==> src/rtl/quad_decoder.sv <==
// quad_decoder: quadrature decoder producing one-cycle up/down step strobes.
//
// Both encoder channels are synchronized with a two-flop chain, glitch-filtered
// (a new level must hold for FILT cycles before it is accepted), and the filtered
// Gray-code phase {fa, fb} is compared with its previous value to classify each
// change as a forward step, a reverse step or an illegal double-bit jump.
//
// Parameters:
//   FILT    - stability cycles required by the channel filter (1..15)
//   WIDTH   - width of the saturating illegal-transition counter
// Ports:
//   clk     - clock, all logic on the rising edge
//   rst     - synchronous active-high reset
//   en      - enables pulse generation and error counting
//   a_in    - encoder channel A (asynchronous)
//   b_in    - encoder channel B (asynchronous)
//   clr_err - synchronous clear of err_cnt (wins over an increment)
//   up      - one-cycle pulse per forward step
//   down    - one-cycle pulse per reverse step
//   dir     - last legal direction, 1 = forward
//   err     - one-cycle pulse per illegal transition
//   err_cnt - saturating count of illegal transitions
module quad_decoder #(
  parameter int unsigned FILT  = 3,
  parameter int unsigned WIDTH = 4
) (
  input  logic             clk,
  input  logic             rst,
  input  logic             en,
  input  logic             a_in,
  input  logic             b_in,
  input  logic             clr_err,
  output logic             up,
  output logic             down,
  output logic             dir,
  output logic             err,
  output logic [WIDTH-1:0] err_cnt
);

  localparam logic [0:0] StInit = 1'b0;
  localparam logic [0:0] StRun  = 1'b1;

  // Counter value on the last mismatch cycle before the new level is accepted.
  localparam logic [3:0]       FiltLast = 4'(FILT - 1);
  localparam logic [WIDTH-1:0] CntMax   = '1;
  localparam logic [WIDTH-1:0] CntOne   = WIDTH'(1);

  // Synchronizers
  logic a_s1_q, a_s2_q, b_s1_q, b_s2_q;

  // Filters
  logic       fa_q, fa_d, fb_q, fb_d;
  logic [3:0] fa_cnt_q, fa_cnt_d, fb_cnt_q, fb_cnt_d;

  // Phase tracking and control
  logic [1:0] prev_q, prev_d;
  logic [0:0] state_q, state_d;
  logic [1:0] init_cnt_q, init_cnt_d;

  // Registered outputs
  logic             up_q, up_d;
  logic             down_q, down_d;
  logic             err_q, err_d;
  logic             dir_q, dir_d;
  logic [WIDTH-1:0] err_cnt_q, err_cnt_d;

  // Phase classification
  logic [1:0] cur;
  logic [1:0] cur_pos, prev_pos, step;
  logic       is_fwd, is_rev, is_ill;

  // Gray to binary position: 00->0, 01->1, 11->2, 10->3. A forward step adds 1,
  // a reverse step subtracts 1, a jump of 2 means both bits flipped.
  assign cur      = {fa_q, fb_q};
  assign cur_pos  = {cur[1], cur[1] ^ cur[0]};
  assign prev_pos = {prev_q[1], prev_q[1] ^ prev_q[0]};
  assign step     = cur_pos - prev_pos;
  assign is_fwd   = (step == 2'd1);
  assign is_rev   = (step == 2'd3);
  assign is_ill   = (step == 2'd2);

  always_comb begin
    fa_d       = fa_q;
    fb_d       = fb_q;
    fa_cnt_d   = fa_cnt_q;
    fb_cnt_d   = fb_cnt_q;
    prev_d     = prev_q;
    state_d    = state_q;
    init_cnt_d = init_cnt_q;
    up_d       = 1'b0;
    down_d     = 1'b0;
    err_d      = 1'b0;
    dir_d      = dir_q;
    err_cnt_d  = err_cnt_q;

    unique case (state_q)
      StInit: begin
        fa_cnt_d = '0;
        fb_cnt_d = '0;
        // Wait for the synchronizers to fill, then adopt the channel levels
        // as-is so a static non-zero encoder position is not seen as a step.
        if (init_cnt_q == 2'd2) begin
          fa_d    = a_s2_q;
          fb_d    = b_s2_q;
          prev_d  = {a_s2_q, b_s2_q};
          state_d = StRun;
        end else begin
          init_cnt_d = init_cnt_q + 2'd1;
        end
      end

      StRun: begin
        // Channel A filter
        if (a_s2_q != fa_q) begin
          if (fa_cnt_q == FiltLast) begin
            fa_d     = a_s2_q;
            fa_cnt_d = '0;
          end else begin
            fa_cnt_d = fa_cnt_q + 4'd1;
          end
        end else begin
          fa_cnt_d = '0;
        end

        // Channel B filter
        if (b_s2_q != fb_q) begin
          if (fb_cnt_q == FiltLast) begin
            fb_d     = b_s2_q;
            fb_cnt_d = '0;
          end else begin
            fb_cnt_d = fb_cnt_q + 4'd1;
          end
        end else begin
          fb_cnt_d = '0;
        end

        // prev tracks even while disabled so re-enabling is glitch-free.
        prev_d = cur;
        up_d   = en & is_fwd;
        down_d = en & is_rev;
        err_d  = en & is_ill;

        if (up_d) begin
          dir_d = 1'b1;
        end else if (down_d) begin
          dir_d = 1'b0;
        end

        if (err_d && (err_cnt_q != CntMax)) begin
          err_cnt_d = err_cnt_q + CntOne;
        end
      end

      default: state_d = StInit;
    endcase

    if (clr_err) begin
      err_cnt_d = '0;
    end
  end

  always_ff @(posedge clk) begin
    if (rst) begin
      a_s1_q     <= 1'b0;
      a_s2_q     <= 1'b0;
      b_s1_q     <= 1'b0;
      b_s2_q     <= 1'b0;
      fa_q       <= 1'b0;
      fb_q       <= 1'b0;
      fa_cnt_q   <= '0;
      fb_cnt_q   <= '0;
      prev_q     <= '0;
      state_q    <= StInit;
      init_cnt_q <= '0;
      up_q       <= 1'b0;
      down_q     <= 1'b0;
      err_q      <= 1'b0;
      dir_q      <= 1'b0;
      err_cnt_q  <= '0;
    end else begin
      a_s1_q     <= a_in;
      a_s2_q     <= a_s1_q;
      b_s1_q     <= b_in;
      b_s2_q     <= b_s1_q;
      fa_q       <= fa_d;
      fb_q       <= fb_d;
      fa_cnt_q   <= fa_cnt_d;
      fb_cnt_q   <= fb_cnt_d;
      prev_q     <= prev_d;
      state_q    <= state_d;
      init_cnt_q <= init_cnt_d;
      up_q       <= up_d;
      down_q     <= down_d;
      err_q      <= err_d;
      dir_q      <= dir_d;
      err_cnt_q  <= err_cnt_d;
    end
  end

  assign up      = up_q;
  assign down    = down_q;
  assign err     = err_q;
  assign dir     = dir_q;
  assign err_cnt = err_cnt_q;

endmodule
==> config.mk <==
export PLATFORM = sky130hd
export DESIGN_NAME = quad_decoder
export DESIGN_NICKNAME = d
export VERILOG_FILES = /design/src/rtl/quad_decoder.sv
export SDC_FILE = /design/constraint.sdc
export NUM_CORES = 1
export LEC_CHECK = 0
export CAP_MARGIN = 10
export CORE_MARGIN = 1
export CORE_UTILIZATION = 45
export CTS_CLUSTER_SIZE = 20
export DETAILED_ROUTE_END_ITERATION = 10
export DONT_BUFFER_PORTS = 1
export HOLD_SLACK_MARGIN = 0.08
export SLEW_MARGIN = 0
export SYNTH_ARGS = -nofsm -noshare
export SYNTH_HDL_FRONTEND = slang
export SYNTH_SLANG_ARGS = --single-unit
==> constraint.sdc <==
create_clock -name clk -period 1.95 [get_ports clk]
set_input_delay 0.2925 -clock clk [delete_from_list [all_inputs] [get_ports clk]]
set_output_delay 0.2925 -clock clk [all_outputs]
set_load 0.03 [all_outputs]
* Word-level counts from Yosys, hierarchy flattened
Index checks and enable logic that the tools add are counted.
Storage, ports and cells: register bits 27, output and inout port bits 8, logic and storage cells 71
Operators by class: $add $sub $neg 5, equality and inequality tests 14, multiplexer cells 20, bitwise operators 7, reduce and logical (&&, ||, !) cells 9
Operators by type and width (number):
- $mux W4 | 4
- $pmux W4 S2 | 2
- $add A4 B1 Y4 const B | 3
- $mux W1 | 10
- $eq A4 B2 Y1 const B | 2
- $ne A2 B1 Y1 const B | 4
- $eq A2 B2 Y1 const B | 3
- $reduce_and A2 Y1 | 3
- $reduce_and A3 Y1 | 2
- $ne A4 B4 Y1 const B | 1
- $pmux W1 S2 | 2
- $pmux W2 S2 | 1
- $reduce_or A2 Y1 | 2
- $and A1 B1 Y1 | 3
- $add A2 B1 Y2 const B | 1
- $eq A2 B1 Y1 const B | 1
- $mux W2 | 1
- $ne A1 B1 Y1 | 2
- $ne A2 B2 Y1 const B | 1
- $not A1 Y1 | 2
- $reduce_bool A2 Y1 | 1
- $sub A2 B2 Y2 | 1
- $xor A1 B1 Y1 | 2
- $logic_and A1 B1 Y1 | 1

* Depth between registers and ports, before layout
depth after elaboration 6, gate-level depth with buffers 7, gate-level depth less buffers 6

* Least setup slack after synthesis
OpenSTA, ideal clock, no wires.
path kind register -> register, from register fa_q, to register err_cnt_q[3], in the netlist err_cnt[3], setup time 0.070 ns, data arrival time 1.602 ns, data required time 1.880 ns, slack 0.278 ns, cell stages (with the launch flop) 8, period minus slack after synthesis 1.672 ns, cells stage by stage dfxtp_1 buf_2 xnor2_1 ha_1 and2_1 nand4_4 or3_1 a21oi_1
Between the ends: word-level cells in the longest chain between the ends 6
Ends and longest elaborated chain:
- start: declaration | RTL line 52 | logic fa_q, fa_d, fb_q, fb_d;
- start signal: assignment | RTL line 168 | fa_q <= 1'b0;
- start signal: assignment | RTL line 185 | fa_q <= fa_d;
- $xor A1 B1 Y1 | RTL line 75 | assign cur_pos = {cur[1], cur[1] ^ cur[0]};
- $sub A2 B2 Y2 (*) | RTL line 77 | assign step = cur_pos - prev_pos;
- $eq A2 B2 Y1 (*) | RTL line 80 | assign is_ill = (step == 2'd2);
- $and A1 B1 Y1 (*) | RTL line 141 | err_d = en & is_ill;
- $logic_and A1 B1 Y1 (*) | RTL line 149 | if (err_d && (err_cnt_q != CntMax)) begin
- $reduce_and A2 Y1 (no line) (*)
- end signal: assignment | RTL line 196 | err_cnt_q <= err_cnt_d;
- end: declaration | RTL line 65 | logic [WIDTH-1:0] err_cnt_q, err_cnt_d;
Every way passes the cells marked *; elsewhere a longest branch is shown, timed or not. A chain may end at the register's enable or synchronous reset.

* Worst setup path in the final report
from register prev_q[1], to register err_cnt_q[3], in the netlist err_cnt[3]
Between the ends: word-level cells in the longest chain between the ends 6
Ends and longest elaborated chain:
- start: declaration | RTL line 56 | logic [1:0] prev_q, prev_d;
- start signal: assignment | RTL line 189 | prev_q <= prev_d;
- $xor A1 B1 Y1 | RTL line 76 | assign prev_pos = {prev_q[1], prev_q[1] ^ prev_q[0]};
- $sub A2 B2 Y2 (*) | RTL line 77
- $eq A2 B2 Y1 (*) | RTL line 80
- $and A1 B1 Y1 (*) | RTL line 141
- $logic_and A1 B1 Y1 (*) | RTL line 149
- $reduce_and A2 Y1 (no line) (*)
Marks and branches as above.

==> reports/qor.txt <==
Status - complete, no violations
Tmin final - 1750 ps
Worst path max stage delay - 380 ps
Sink Count - 27
Clock Path Buffers - 2
Num CTS Buffers - 3
Ratio of cells with drive above 1 in the final layout - 7.32%
Row Count - 17
Worst setup EP type - register
Die area - 2720 sq um
Clock power share - 23.3%
Reg2reg end - err_cnt[3]
Post-Syn Area - 1130 sq um
Drt first-iter violations - 6
Worst Hold Class - in2reg
R2R Path Start - prev_q[1]
Leakage Power - 0.000469 uW
Max VDD drop - 0.531 mV
DP Cell Count - 145
CP Cell Sequence - xor2_1 > ha_1 > and2_1 > nand4_4 > or3_1 > a21oi_1
Core Footprint - 2300 sq um
RSZ-0062 raised after global routing - no
Startpoint types - register
WL final - 1740 um
Arrival time worst endpoint - 2010 ps
Seq pwr share - 60.2%
Bufs and invs on worst path - 0
Final nets - 137
Fin cells - 151
Cell taking the most area after synthesis - dfxtp_1
Number of fill cells - 235
Synthesis warning total - 0
DP Wirelength - 1320 um
Kind of cell adding the most delay to the critical path - simple AND/OR/NAND/NOR gates
First-pass detailed-route iteration total - 4
Vias - 773
R2R Setup Slk - 200 ps
Flops & latches, synth - 27
Syn avg cell area - 9.52 sq um
Top_reg_cell synth - dfxtp_1
Layout area overhead - 6.96%
DR WL/cell - 11.5 um
Multi-input gate area in the final layout - 563 sq um
Hold depth - 1
Post-CTS Setup Repair Bufs - 0
CP required - 2220 ps
FFs w/ async S/R, synth - 0%
Post-synth EDFFs - 0
Initial Utilization - 49.3%
Worst reg2reg path depth - 6
Power Density - 862 nW/um^2
H-tree depth - 1
Worst-Margin Slew - 468 ps
DRT antenna net count - 0
Main area contributors after synthesis - dfxtp_1 (48%), ha_1 (7.7%), nor2_1 (7.3%)
Routability cong. - 0.715
WHS - 87.5 ps
Root Buffer - clkbuf_4
Critical Path Slowest Stage Cell - dfxtp_1
Sequential share of the synthesized area - 47.7%
Tot Pwr - 1040 uW
Initial antenna violation count - 0
Global-route wire length before repair - 3120 um
Storage element area - 541 sq um
Overflow after GRT - 0
Crit Path Class - reg2reg
Int Pwr - 748 uW
Vias in the first global route - 759
DRC - 0
Die boundary width - 52.2 um
Max-slew violations - 0
Via-to-Cell Ratio - 5.12
Antenna cells - 0
Library cells used by synthesis - 26
Final Cycle Share - 89.5%
Clock Latency Late Sink - 320 ps
Final hold viol count - 0
Synth Net Count - 132
Most common cell in the netlist - dfxtp_1
Critical-path maximum fanout - 7
CTS tree - built
Die height - 52.2 um
Finish-stage setup viols - 0
Post_cts resized - 0
Commonest cells post-synth - dfxtp_1 (27), nor2_1 (22), nor2b_1 (8)
Final TNS setup - 0 ps
# port buffers - 0
FMAX - 0.573 GHz
GRT Overall Usage - 15.7%
Worst-path clk slew - 140 ps
Top-area cell type share of the netlist area - 47.7%
Top Ports - 14
Switch share - 28.3%
Clk_skew - 3.64 ps
Cells after Synth - 119
Sw Pwr - 296 uW
Hold Startpoint - a_in
Max-cap violations - 0
Slew Limit Headroom - 68.8%
Largest net degree at the start of global routing - 17
Logic pwr share - 16.5%
Hold endpoint - a_s1_q
CP Depth - 6
-- stage by stage --
step | setup slack (ps) | util, % | area [sq um]
2_1_floorplan | 278 | - | 1130
3_3_place_gp | 272 | 50.5 | 1160
3_5_place_dp | 223 | 50.5 | 1160
4_1_cts | 187 | 52.7 | 1210
5_1_grt | 65.5 | 52.7 | 1210
6_report | 204 | 52.7 | 1210
-- cell type report --
cell class,instances,area share [%]
multi-input cells,85,46.5
flip-flops and latches,27,44.6
well taps,28,2.89
repair buffers,3,2.27
clock buffers,3,1.86
inverters,4,1.24
clock inverters,1,0.620
-- worst max-delay path by stage --
stage          slack (ps)    endpoint  startpoint
2_1_floorplan         280  err_cnt[3]        fa_q
3_3_place_gp          270  err_cnt[3]   prev_q[1]
4_1_cts               190  err_cnt[3]   prev_q[1]
6_report              200  err_cnt[3]   prev_q[1]
5_1_grt                70  err_cnt[3]   prev_q[1]
3_5_place_dp          220  err_cnt[3]   prev_q[1]
-- cells in the final DEF (no fill, tap or decap) --
cell | synthesis | layout
dfxtp_1 | 27 | 27
nor2_1 | 22 | 22
nor2b_1 | 8 | 8
ha_1 | 7 | 7
xnor2_1 | 6 | 6
nand3_1 | 6 | 6
xor2_1 | 5 | 5
nand2_1 | 5 | 5
a21oi_1 | 5 | 5
inv_1 | 4 | 4
mux2i_1 | 4 | 4
o21ai_0 | 3 | 3
clkbuf_4 | 0 | 3
a31oi_1 | 2 | 2
or3_1 | 2 | 2
dlygate4sd3_1 | 0 | 2
a21o_1 | 1 | 1
nand2b_1 | 1 | 1
nor3_1 | 1 | 1
a211oi_1 | 1 | 1
xor2_2 | 1 | 1
and2_1 | 1 | 1
and3_2 | 1 | 1
nand4_4 | 1 | 1
or2_2 | 1 | 1
a211o_1 | 1 | 1
clkinvlp_4 | 0 | 1
buf_4 | 0 | 1
-- registers in the layout, summed over array words and instances (netlist names) --
register	flops
b_s2_q	1
err_cnt	4
state_q	1
err	1
fa_cnt_q	4
prev_q	2
up	1
fb_q	1
fa_q	1
a_s1_q	1
b_s1_q	1
down	1
init_cnt_q	2
fb_cnt_q	4
a_s2_q	1
dir	1
-- repair_timing --
action / 4_1_cts / 5_1_grt
hold buffers: 2 / 0
setup endpoints to repair: 0 / 0
hold endpoints to repair: 12 / 0
-- metal layers --
metal	routed length, um	up-vias	share of wire (%)	track usage, %
li1	-	399	-	-
met1	873	354	50	19.6
met2	767	16	44	25.4
met3	74	4	4.2	4.97
met4	27	0	1.5	5.26
met5	0	-	0	0
-- logic make-up (layout without fill, tap and decap cells) --
family | Yosys count | count (layout) | synth area share (%)
compound gates | 13 | 13 | 6.74
xor+xnor | 12 | 12 | 9.94
fa+ha+maj | 7 | 7 | 7.73
buf+inv | 7 | 11 | 2.54
flops | 27 | 27 | 47.7
mux | 4 | 4 | 3.54
simple gates | 49 | 49 | 21.8
-- power groups by stage --
stage	combinational (uW)	sequential, uW	clock (uW)
6_report	172	629	243
5_1_grt	204	637	280
4_1_cts	175	629	257
3_5_place_dp	167	642	0
3_3_place_gp	164	640	0
2_1_floorplan	162	621	0
Power figures use the tool's default switching activity.
